--- src/rtl/hazard_detect_if.sv ---
// hazard_detect_if: ID-stage request bundle into the hazard unit and the stall
// reply back to the PC stage.
//   master : ID stage side  (drives id_* / flush_i, samples haz_o)
//   slave  : hazard_detect  (samples id_* / flush_i, drives haz_o)
interface hazard_detect_if;
    logic       id_valid_i;
    logic [4:0] id_rs_i;
    logic [4:0] id_rt_i;
    logic       id_rs_use_i;
    logic       id_rt_use_i;
    logic [4:0] id_rd_i;
    logic       id_wr_en_i;
    logic       id_is_load_i;
    logic       flush_i;
    logic       haz_o;

    modport master (
        output id_valid_i, id_rs_i, id_rt_i, id_rs_use_i, id_rt_use_i,
               id_rd_i, id_wr_en_i, id_is_load_i, flush_i,
        input  haz_o
    );

    modport slave (
        input  id_valid_i, id_rs_i, id_rt_i, id_rs_use_i, id_rt_use_i,
               id_rd_i, id_wr_en_i, id_is_load_i, flush_i,
        output haz_o
    );
endinterface

--- src/rtl/hazard_detect.sv ---
// hazard_detect: load-use / RAW interlock for the 5-stage pipeline.
// Tracks in-flight writers in a shift-register scoreboard (slot 0 = EX ...
// slot DEPTH-1 = WB) and raises a combinational stall toward the PC stage
// while the ID instruction reads a register still owned by a blocking writer.
//
// Ports:
//   clk_i        clock, all state on posedge
//   rst          synchronous active-high reset
//   id_bus       hazard_detect_if.slave: ID instruction fields, flush_i, haz_o
//   sb_busy_o    any scoreboard slot valid
//   stall_cnt_o  saturating count of stall cycles
//
// Optional feature macro HAZ_FWD_EN:
//   defined   -> downstream forwarding exists; only loads in the youngest
//                LOAD_GAP slots block
//   undefined -> full interlock; any matching writer in any slot blocks
module hazard_detect #(
    parameter int unsigned DEPTH    = 3,
    parameter int unsigned LOAD_GAP = 1,
    parameter int unsigned CNT_W    = 16
) (
    input  logic             clk_i,
    input  logic             rst,
    hazard_detect_if.slave   id_bus,
    output logic             sb_busy_o,
    output logic [CNT_W-1:0] stall_cnt_o
);

    localparam int unsigned RW = 5;

    typedef struct packed {
        logic          valid;
        logic          is_load;
        logic [RW-1:0] rd;
    } sb_entry_t;

    // Elaboration-time parameter legality
    if (DEPTH < 1 || DEPTH > 8 || LOAD_GAP < 1 || LOAD_GAP > DEPTH) begin : g_bad_param
        $error("hazard_detect: illegal DEPTH/LOAD_GAP");
    end

    sb_entry_t        slot_q [DEPTH];
    logic [DEPTH-1:0] match;
    logic [DEPTH-1:0] slot_valid;
    logic             conflict;
    logic             haz;
    logic             issue;
    logic             push;

    // Per-slot source match; r0 is hard-wired and never creates a dependency
    always_comb begin
        match      = '0;
        slot_valid = '0;
        for (int unsigned k = 0; k < DEPTH; k++) begin
            slot_valid[k] = slot_q[k].valid;
            match[k] = slot_q[k].valid && (slot_q[k].rd != RW'(0)) &&
                       ((id_bus.id_rs_use_i && (id_bus.id_rs_i == slot_q[k].rd)) ||
                        (id_bus.id_rt_use_i && (id_bus.id_rt_i == slot_q[k].rd)));
        end
    end

    // Which matches actually block issue
    always_comb begin
        conflict = 1'b0;
`ifdef HAZ_FWD_EN
        for (int unsigned k = 0; k < DEPTH; k++) begin
            if ((k < LOAD_GAP) && slot_q[k].is_load && match[k]) begin
                conflict = 1'b1;
            end
        end
`else
        conflict = |match;
`endif
    end

    // Flush wins over conflict: the discarded instruction never stalls
    assign haz   = id_bus.id_valid_i && !id_bus.flush_i && conflict;
    assign issue = id_bus.id_valid_i && !haz && !id_bus.flush_i;
    assign push  = issue && id_bus.id_wr_en_i && (id_bus.id_rd_i != RW'(0));

    assign id_bus.haz_o = haz;
    assign sb_busy_o    = |slot_valid;

    // Scoreboard advances every cycle, stalled or not; a stall inserts a bubble
    always_ff @(posedge clk_i) begin
        if (rst) begin
            for (int unsigned k = 0; k < DEPTH; k++) begin
                slot_q[k] <= '0;
            end
        end else begin
            for (int unsigned k = DEPTH - 1; k >= 1; k--) begin
                slot_q[k] <= slot_q[k-1];
            end
            if (push) begin
                slot_q[0] <= '{valid: 1'b1, is_load: id_bus.id_is_load_i, rd: id_bus.id_rd_i};
            end else begin
                slot_q[0] <= '0;
            end
        end
    end

    // Saturating stall-cycle counter
    always_ff @(posedge clk_i) begin
        if (rst) begin
            stall_cnt_o <= '0;
        end else if (haz && (stall_cnt_o != {CNT_W{1'b1}})) begin
            stall_cnt_o <= stall_cnt_o + CNT_W'(1);
        end
    end

endmodule
--- src/flat_wrapper.sv ---
// flat-port wrapper written by rule: the top's interface ports become plain ports
module hazard_detect_flat 
#(
    parameter int unsigned DEPTH    = 3,
    parameter int unsigned LOAD_GAP = 1,
    parameter int unsigned CNT_W    = 16
)
  (clk_i, rst, sb_busy_o, stall_cnt_o, id_bus_id_valid_i, id_bus_id_rs_i, id_bus_id_rt_i, id_bus_id_rs_use_i, id_bus_id_rt_use_i, id_bus_id_rd_i, id_bus_id_wr_en_i, id_bus_id_is_load_i, id_bus_flush_i, id_bus_haz_o);
  hazard_detect_if id_bus_i ();
  input  logic clk_i;
  input  logic rst;
  output logic sb_busy_o;
  output logic [CNT_W-1:0] stall_cnt_o;
  input wire logic [$bits(id_bus_i.id_valid_i)-1:0] id_bus_id_valid_i;
  input wire logic [$bits(id_bus_i.id_rs_i)-1:0] id_bus_id_rs_i;
  input wire logic [$bits(id_bus_i.id_rt_i)-1:0] id_bus_id_rt_i;
  input wire logic [$bits(id_bus_i.id_rs_use_i)-1:0] id_bus_id_rs_use_i;
  input wire logic [$bits(id_bus_i.id_rt_use_i)-1:0] id_bus_id_rt_use_i;
  input wire logic [$bits(id_bus_i.id_rd_i)-1:0] id_bus_id_rd_i;
  input wire logic [$bits(id_bus_i.id_wr_en_i)-1:0] id_bus_id_wr_en_i;
  input wire logic [$bits(id_bus_i.id_is_load_i)-1:0] id_bus_id_is_load_i;
  input wire logic [$bits(id_bus_i.flush_i)-1:0] id_bus_flush_i;
  output wire logic [$bits(id_bus_i.haz_o)-1:0] id_bus_haz_o;
  assign id_bus_i.id_valid_i = id_bus_id_valid_i;
  assign id_bus_i.id_rs_i = id_bus_id_rs_i;
  assign id_bus_i.id_rt_i = id_bus_id_rt_i;
  assign id_bus_i.id_rs_use_i = id_bus_id_rs_use_i;
  assign id_bus_i.id_rt_use_i = id_bus_id_rt_use_i;
  assign id_bus_i.id_rd_i = id_bus_id_rd_i;
  assign id_bus_i.id_wr_en_i = id_bus_id_wr_en_i;
  assign id_bus_i.id_is_load_i = id_bus_id_is_load_i;
  assign id_bus_i.flush_i = id_bus_flush_i;
  assign id_bus_haz_o = id_bus_i.haz_o;
  hazard_detect #(.DEPTH(DEPTH), .LOAD_GAP(LOAD_GAP), .CNT_W(CNT_W)) u_core (.clk_i(clk_i), .rst(rst), .id_bus(id_bus_i), .sb_busy_o(sb_busy_o), .stall_cnt_o(stall_cnt_o));
endmodule
--- config.mk ---
export PLATFORM = sky130hd
export DESIGN_NAME = hazard_detect_flat
export DESIGN_NICKNAME = d
export VERILOG_FILES = /design/src/rtl/hazard_detect_if.sv /design/src/rtl/hazard_detect.sv /design/src/flat_wrapper.sv
export SDC_FILE = /design/constraint.sdc
export NUM_CORES = 1
export LEC_CHECK = 0
export ABC_AREA = 1
export BUFFER_PORTS_ARGS = -buffer_cell sky130_fd_sc_hd__clkbuf_2
export CORE_MARGIN = 3
export CORE_UTILIZATION = 56
export DETAILED_ROUTE_END_ITERATION = 6
export PLACE_DENSITY_LB_ADDON = 0.1
export SLEW_MARGIN = 10
export SYNTH_ARGS = -nofsm -noshare
export SYNTH_HDL_FRONTEND = slang
export SYNTH_SLANG_ARGS = --single-unit
--- constraint.sdc ---
create_clock -name clk_i -period 2.2 [get_ports clk_i]
set_clock_uncertainty 0.05 [all_clocks]
set_input_delay 0.33 -clock clk_i [delete_from_list [all_inputs] [get_ports clk_i]]
set_output_delay 0.33 -clock clk_i [all_outputs]
set_load 0.05 [all_outputs]
After elaboration in Yosys (flattened, before gate mapping)
Memories as Yosys holds them, arrays and structs flattened.
Cells that the tools add are included.
{"block": "word_totals", "regBits": 16, "ram_bits": 21, "in_bits": 23, "output_inout_bits": 18, "word_cells": 57, "mem_count": 1}
{"name": "u_core.slot_q", "depth": 3, "word_bits": 7, "read_ports": 3, "rd_ports_with_merged_regs": 0, "write_ports": 3, "line": "hazard_detect.sv:42", "rtl": "sb_entry_t slot_q [DEPTH];"}
{"block": "classes", "addsub": 1, "n_eq_ne": 7, "muxes": 13, "bitwise_logic": 4, "reduce_logical": 30}
{"operator": "$eq A5 B5 Y1", "n": 6}
{"operator": "$mux W7", "n": 4}
{"operator": "$reduce_bool A5 Y1", "n": 4}
{"operator": "$logic_and A1 B1 Y1", "n": 19}
{"operator": "$add A16 B1 Y16 const B", "n": 1}
{"operator": "$ne A16 B16 Y1 const B", "n": 1}
{"operator": "$mux W1", "n": 9}
{"operator": "$reduce_or A3 Y1", "n": 2}
{"operator": "$or A1 B1 Y1", "n": 4}
{"operator": "$logic_or A1 B1 Y1", "n": 3}
{"operator": "$logic_not A1 Y1", "n": 2}

Depth between registers and ports, before layout
Gate-level depths: netlist of run 1.
{"block": "depth", "depth_word": 16, "ltp_mapped": 12, "ltp_nobuf": 12}

Least setup slack after synthesis of run 1
No wires, ideal clock.
{"block": "synth_path", "path_type": "reg-to-reg", "start": "reg u_core.stall_cnt_o[1]", "end": "reg u_core.stall_cnt_o[6]", "setup_time_ps": 70, "arrival_ps": 2000, "t_required_ps": 2080, "setup_slack_ps": 80, "path_stages_with_launch": 11, "path_buffers": 1, "synth_period_minus_slack_ps": 2120, "path_cell_list": "dfxtp_1 ha_1 nand2_2 nor3_4 nand2_2 nor2_4 nand2_4 nand3_4 buf_12 nand2_2 a21oi_2"}
{"block": "synth_between", "elab_chain_cells": 2, "word_cells_on_any_way": 3, "cone_classes": "add/sub: 1; eq/ne: 1; reduce/logical: 1"}
{"item": "from (decl)", "line": "hazard_detect.sv:26", "rtl": "output logic [CNT_W-1:0] stall_cnt_o"}
{"item": "from (signal assigned)", "line": "hazard_detect.sv:107", "rtl": "stall_cnt_o <= stall_cnt_o + CNT_W'(1);"}
{"item": "parallel branches: the longest is 2 deep, another holds $add A16 B1 Y16"}
Several ways; the timed one is not identified.
A chain may end at the register's enable or synchronous reset.

==> results.ini, run 1 <==
[placed_design]
port_buffers=39
gp_congestion=0.916
postPlaceCellArea_mm2=0.00262
dp_hpwl_um=4160

[drt]
vias_per_cell=5.12
routedWlPerCell_um=12.5
wl_met1_um=2620
ant_nets=0
wirelength_um=5700
wl_met3_um=499
dr_wl_met2_um=2510
drcViolationCount=0
vias=2325
drt_iter0_markers=201
top_layer=met4
first_pass_iters=5

[timing]
fmax_mhz=478
finalHoldViolCount=0
min_period_ns=2.09
finalSetupViolCount=0
rsz0062_at_grt=true
slew_viol_final=0
fin_crit_sh=0.951

[layout]
fin_nets=429
synthToLayoutAreaGrowth_pct=20.7
antenna_cells=0
drive_gt1_frac=0.214
fillCellCount=332
final_util=0.730
fin_area_mm2=0.00279

[floorplanning]
initial_utilization=0.604
io_pins=41
die-area_mm2=0.00494
die_x_um=70.3
core_mm2=0.00383
rows=22
die_y_um=70.3

[synthesis]
syn_area_per_cell_um2=6.80
ys_ff_latch=34
ys_warn_count=0
yosysSeqAreaShare=0.372
synth_cell_types=29
syn_area_mm2=0.00231
synth_cells=340

[grt]
grt_pass1_wl_um=9290
grt_util_all_layers=0.234
antenna_found_initial=0
grt_pass1_vias=2035
gr-total-overflow=0
grt_max_degree=26

[worst_setup_path]
crit_type=reg -> out
crit_buf_inv=3
setup.worst_path.end_class=primary output
crit_fanout=4
regToRegSetupSlack_ns=0.29
cp.required_ns=1.82
max_stage_delay_ns=0.49
cpMaxStageDelayCell=edfxtp_1
crit_chain=inv_2, nand2_2, a21oi_2, nand3_1, nand2_1, nand2_2, nand3_4, nand2_2, inv_2, buf_8
r2r_cells=10
crit_arrival_ns=1.71
path_delay_family=flip-flops
startpoint_type=register
cp.depth=10
crit_path_frequent_cell=nand2_2

[worst_hold_path]
hold_path_class=in -> reg
min_delay_path_depth=3

[clock_network]
clock-root-buffer=clkbuf_8
clk_pin_slew_ns=0.07
clk_path_buf_depth=2
clkLatencyLatePin_ns=0.29
h-tree-depth=2
cts.sinks=34
numCtsBuffers=5
cts_tree=done

[run_status]
status=complete, no violations

[power]
p_leak_nw=1.40
powerDensity_mw_per_mm2=524
vdd_drop_max_mv=0.353

[run]
cap_violations=0

[area by class of cell]
type / count / area (µm²) / area share
multi-input combinational: 270 / 1310 / 0.471
sequential: 34 / 861 / 0.308
inverter: 46 / 173 / 0.0619
timing repair buffer: 48 / 273 / 0.0977
clock buffer: 8 / 111 / 0.0399
tap: 48 / 60.1 / 0.0215
[final timing paths]
kind                                           start                                  to
setup / recovery   u_core.slot_q[0][4]$_SDFFCE_PP0P_                        id_bus_haz_o
hold / removal                     id_bus_id_rd_i[1]   u_core.slot_q[0][1]$_SDFFCE_PP0P_
setup reg to reg  u_core.stall_cnt_o[0]$_SDFFE_PP0P_  u_core.stall_cnt_o[1]$_SDFFE_PP0P_
hold reg to reg   u_core.stall_cnt_o[3]$_SDFFE_PP0P_  u_core.stall_cnt_o[3]$_SDFFE_PP0P_
[worst reg2reg max path, delay by kind of cell, from the launching register on]
kind	cells	cell delay, ns
adders and majority gates	1	0.22
and+or+nand+nor	9	1.13
DFF	1	0.40
[stage by stage]
stage               cells  hold WS [ns]  total power [W]  setup WS [ns]  setup TNS [ns]
global route          454         0.323          0.00151        -0.0299         -0.0299
floorplan             357         0.486         0.000831         0.0796               0
detailed placement    442         0.437         0.000894          0.209               0
global placement      442         0.433         0.000890          0.206               0
finish                454         0.303          0.00146          0.107               0
CTS                   451         0.300          0.00145        0.00333               0
[where the power goes]
group | leakage (nW) | total [W] | switching, W | internal (W)
combinational | 1.03 | 0.000189 | 0.000125 | 0.0000642
sequential | 0.312 | 0.000705 | 0.0000168 | 0.000689
clock | 0.0566 | 0.000567 | 0.000243 | 0.000324
[registers in the layout, indices dropped and copies added (netlist names)]
name,cells
u_core.slot_q,18
u_core.stall_cnt_o,16
[cell usage after synthesis, drive strengths merged]
cell type,count,area (µm²)
nand2,120,483
nor2,60,235
nand3,15,92.6
ha,1,12.5
nand4,18,113
a21oi,14,100
o21ai,6,30.0
dfxtp,16,320
o2111ai,1,8.76
edfxtp,18,541
xnor2,6,52.6
nor4,1,12.5
inv,46,173
buf,3,32.5
xor2,7,61.3
conb,1,3.75
clkbuf,4,15.0
nor3,3,26.3
[cells by family after synthesis]
| family | count (synthesis) | synth area share |
|---|---|---|
| AOI/OAI and AO/OA | 21 | 0.0601 |
| xor gates and xnor gates | 13 | 0.0492 |
| adders and majority gates | 1 | 0.00541 |
| buffers and inverters | 53 | 0.0952 |
| DFF | 34 | 0.372 |
| other | 1 | 0.00162 |
| and+or+nand+nor | 217 | 0.416 |
[routing by layer]
metal  track usage  vias up
met1         0.344     1042
met2         0.347       93
li1              -     1181
met4        0.0723        0
met3        0.0432        9
met5             0        -
[what timing repair did]
action                                  CTS  global route
setup buffers                             1             3
endpoints found under the setup margin    1             1
cloned                                    0             0
resized for setup                         4             6
pin swaps                                 0             4
hold buffers                              0             0
[placed cells by master, fill, tap and decap left out, types with 7 or more instances in the layout]
master      n
a21oi_2     9
buf_4       9
clkbuf_2   38
conb_1     18
dfxtp_1    16
edfxtp_1   18
inv_1      43
nand2_1   106
nand2_2    13
nand3_1    13
nand4_1    18
nor2_1     58
xor2_1      7
(Power assumes the default switching activity.)
==> run 2: changes to the inputs <==
--- a/config.mk
+++ b/config.mk
@@ -11,6 +11,7 @@
 export CORE_UTILIZATION = 56
 export DETAILED_ROUTE_END_ITERATION = 6
 export PLACE_DENSITY_LB_ADDON = 0.1
+export REMOVE_ABC_BUFFERS = 1
 export SLEW_MARGIN = 10
 export SYNTH_ARGS = -nofsm -noshare
 export SYNTH_HDL_FRONTEND = slang
==> run 2 against run 1 <==
Against the previous run:
- via count shrank 2.2%
- non-clock buffer count down 3
- power shrank 7.9%
- sequential share of layout area grew 0.62 points
- design area down 2.0%
- first-iteration DRC count decreased by 8.0%
- die area unchanged
- combinational power shrank 2%
- maximum frequency is 0.66% lower
- hold slack about the same
- largest power group unchanged
==> results.ini, run 2 (same netlist as run 1, synthesis figures left out) <==
[timing]
tns_ns=0
finalSetupViolCount=0
fin_crit_sh=0.958
fmax_mhz=475
min_period_ns=2.11
timing.hold.ws_ns=0.302
slew_viol_final=0
finalHoldViolCount=0

[grt]
grt_util_all_layers=0.228
antenna_found_initial=0
grt_max_degree=26
grt_pass1_vias=1988
grt_pass1_wl_um=9010
gr-total-overflow=0

[layout]
regMostFlops=u_core.slot_q
finalNonFillerCells=451
fin_nets=426
fillCellCount=349
final_cell_mix=108 x nand2_1, 57 x nor2_1, 41 x inv_1, 38 x clkbuf_2
synthToLayoutAreaGrowth_pct=18.3
largest_reg_flops=18
reg_top3=u_core.slot_q (18), u_core.stall_cnt_o (16)
final_util=0.715
antenna_cells=0
drive_gt1_frac=0.208
final_common_cell=nand2_1

[drt]
ant_nets=0
drt_iter0_markers=185
drcViolationCount=0
vias_per_cell=5.04
wirelength_um=5390
routedWlPerCell_um=11.9
first_pass_iters=4
vias=2273

[worst_setup_path]
max_stage_delay_ns=0.48
setup.worst_path.end_class=primary output
crit_type=reg -> out
crit_path_frequent_cell=nand2_1
crit_fanout=4
path_delay_family=flip-flops
crit_chain=inv_2, nand2_1, a21oi_2, nand3_1, nand2_1, nand2_2, nand3_4, nand2_1, inv_2, buf_8
crit_buf_inv=3
cpMaxStageDelayCell=edfxtp_1
startpoint_type=register
cp.required_ns=1.82
crit_arrival_ns=1.73

[clock_network]
numCtsBuffers=5
clk_path_buf_depth=2
clkLatencyLatePin_ns=0.29
cts_tree=done
cts.sinks=34
clock-root-buffer=clkbuf_8
cts_hold_buf=0
clk_pin_slew_ns=0.08
h-tree-depth=2

[floorplanning]
core_mm2=0.00383
die-area_mm2=0.00494
initial_utilization=0.604
die_x_um=70.3
io_pins=41
rows=22
die_y_um=70.3

[placed_design]
port_buffers=39
gp_congestion=0.912
dp_hpwl_um=4040
post-place-cells=441

[power]
vdd_drop_max_mv=0.436
p_sw_w=0.000378
switching_share=0.281
p_int_w=0.000969
clkPwrFrac=0.339
powerDensity_mw_per_mm2=492
p_leak_nw=1.36
pwr-share-comb=0.137
power_w=0.00135
pwr-share-seq=0.524

[run_status]
status=complete, no violations

[run]
cap_violations=0

[worst_hold_path]
hold_path_class=in -> reg

==> run 2: per-layer routing <==
layer	global-route usage	part of all wire	vias to the layer above
met1	0.336	0.49	1017
met5	0	0	-
met2	0.335	0.44	73
met3	0.0446	0.061	6
met4	0.0681	0.011	0
li1	-	-	1177
==> run 2: worst register-to-register path: cells and delay by family (launching register included) <==
| family | cells | cell delay (ns) |
|---|---|---|
| fa+ha+maj | 1 | 0.22 |
| simple gates | 9 | 1.20 |
| flops | 1 | 0.40 |
==> run 2: final timing paths <==
kind              cells after the start                                  to  slack, ns                          startpoint
setup / recovery                     10                        id_bus_haz_o       0.09   u_core.slot_q[0][4]$_SDFFCE_PP0P_
setup reg to reg                     10  u_core.stall_cnt_o[1]$_SDFFE_PP0P_       0.23  u_core.stall_cnt_o[0]$_SDFFE_PP0P_
hold / removal                        3   u_core.slot_q[0][2]$_SDFFCE_PP0P_       0.30                   id_bus_id_rd_i[2]
hold reg to reg                       2  u_core.stall_cnt_o[3]$_SDFFE_PP0P_       0.45  u_core.stall_cnt_o[3]$_SDFFE_PP0P_
==> run 2: repair_timing <==
| item | in CTS | in global routing |
|---|---|---|
| buffers inserted | 0 | 2 |
| gates resized for setup | 4 | 7 |
| cloned | 0 | 0 |
| setup endpoints to repair | 1 | 1 |
| pin swaps | 0 | 1 |
==> run 2: power by group through the flow <==
| stage | Clock, W | Combinational (W) | Sequential (W) |
|---|---|---|---|
| global placement | 0 | 0.000173 | 0.000718 |
| detailed placement | 0 | 0.000175 | 0.000719 |
| CTS | 0.000461 | 0.000177 | 0.000704 |
| global route | 0.000501 | 0.000208 | 0.000707 |
| finish | 0.000456 | 0.000185 | 0.000705 |
| floorplan | 0 | 0.000106 | 0.000715 |
==> run 2: cell type report <==
type	instances	area (µm²)	share of cell area
flip-flops and latches	34	861	0.315
clock buffers	6	72.6	0.0265
clock inverters	2	8.76	0.00320
inverters	46	173	0.0631
well taps	48	60.1	0.0219
multi-input cells	270	1310	0.479
repair buffers	45	250	0.0914
==> run 2: stage by stage <==
stage / instance area, µm² / worst slack (ns)
2_1_floorplan: 2330 / 0.0655
3_3_place_gp: 2610 / 0.220
3_5_place_dp: 2610 / 0.215
4_1_cts: 2710 / 0.0117
5_1_grt: 2740 / -0.0115
6_report: 2740 / 0.0929
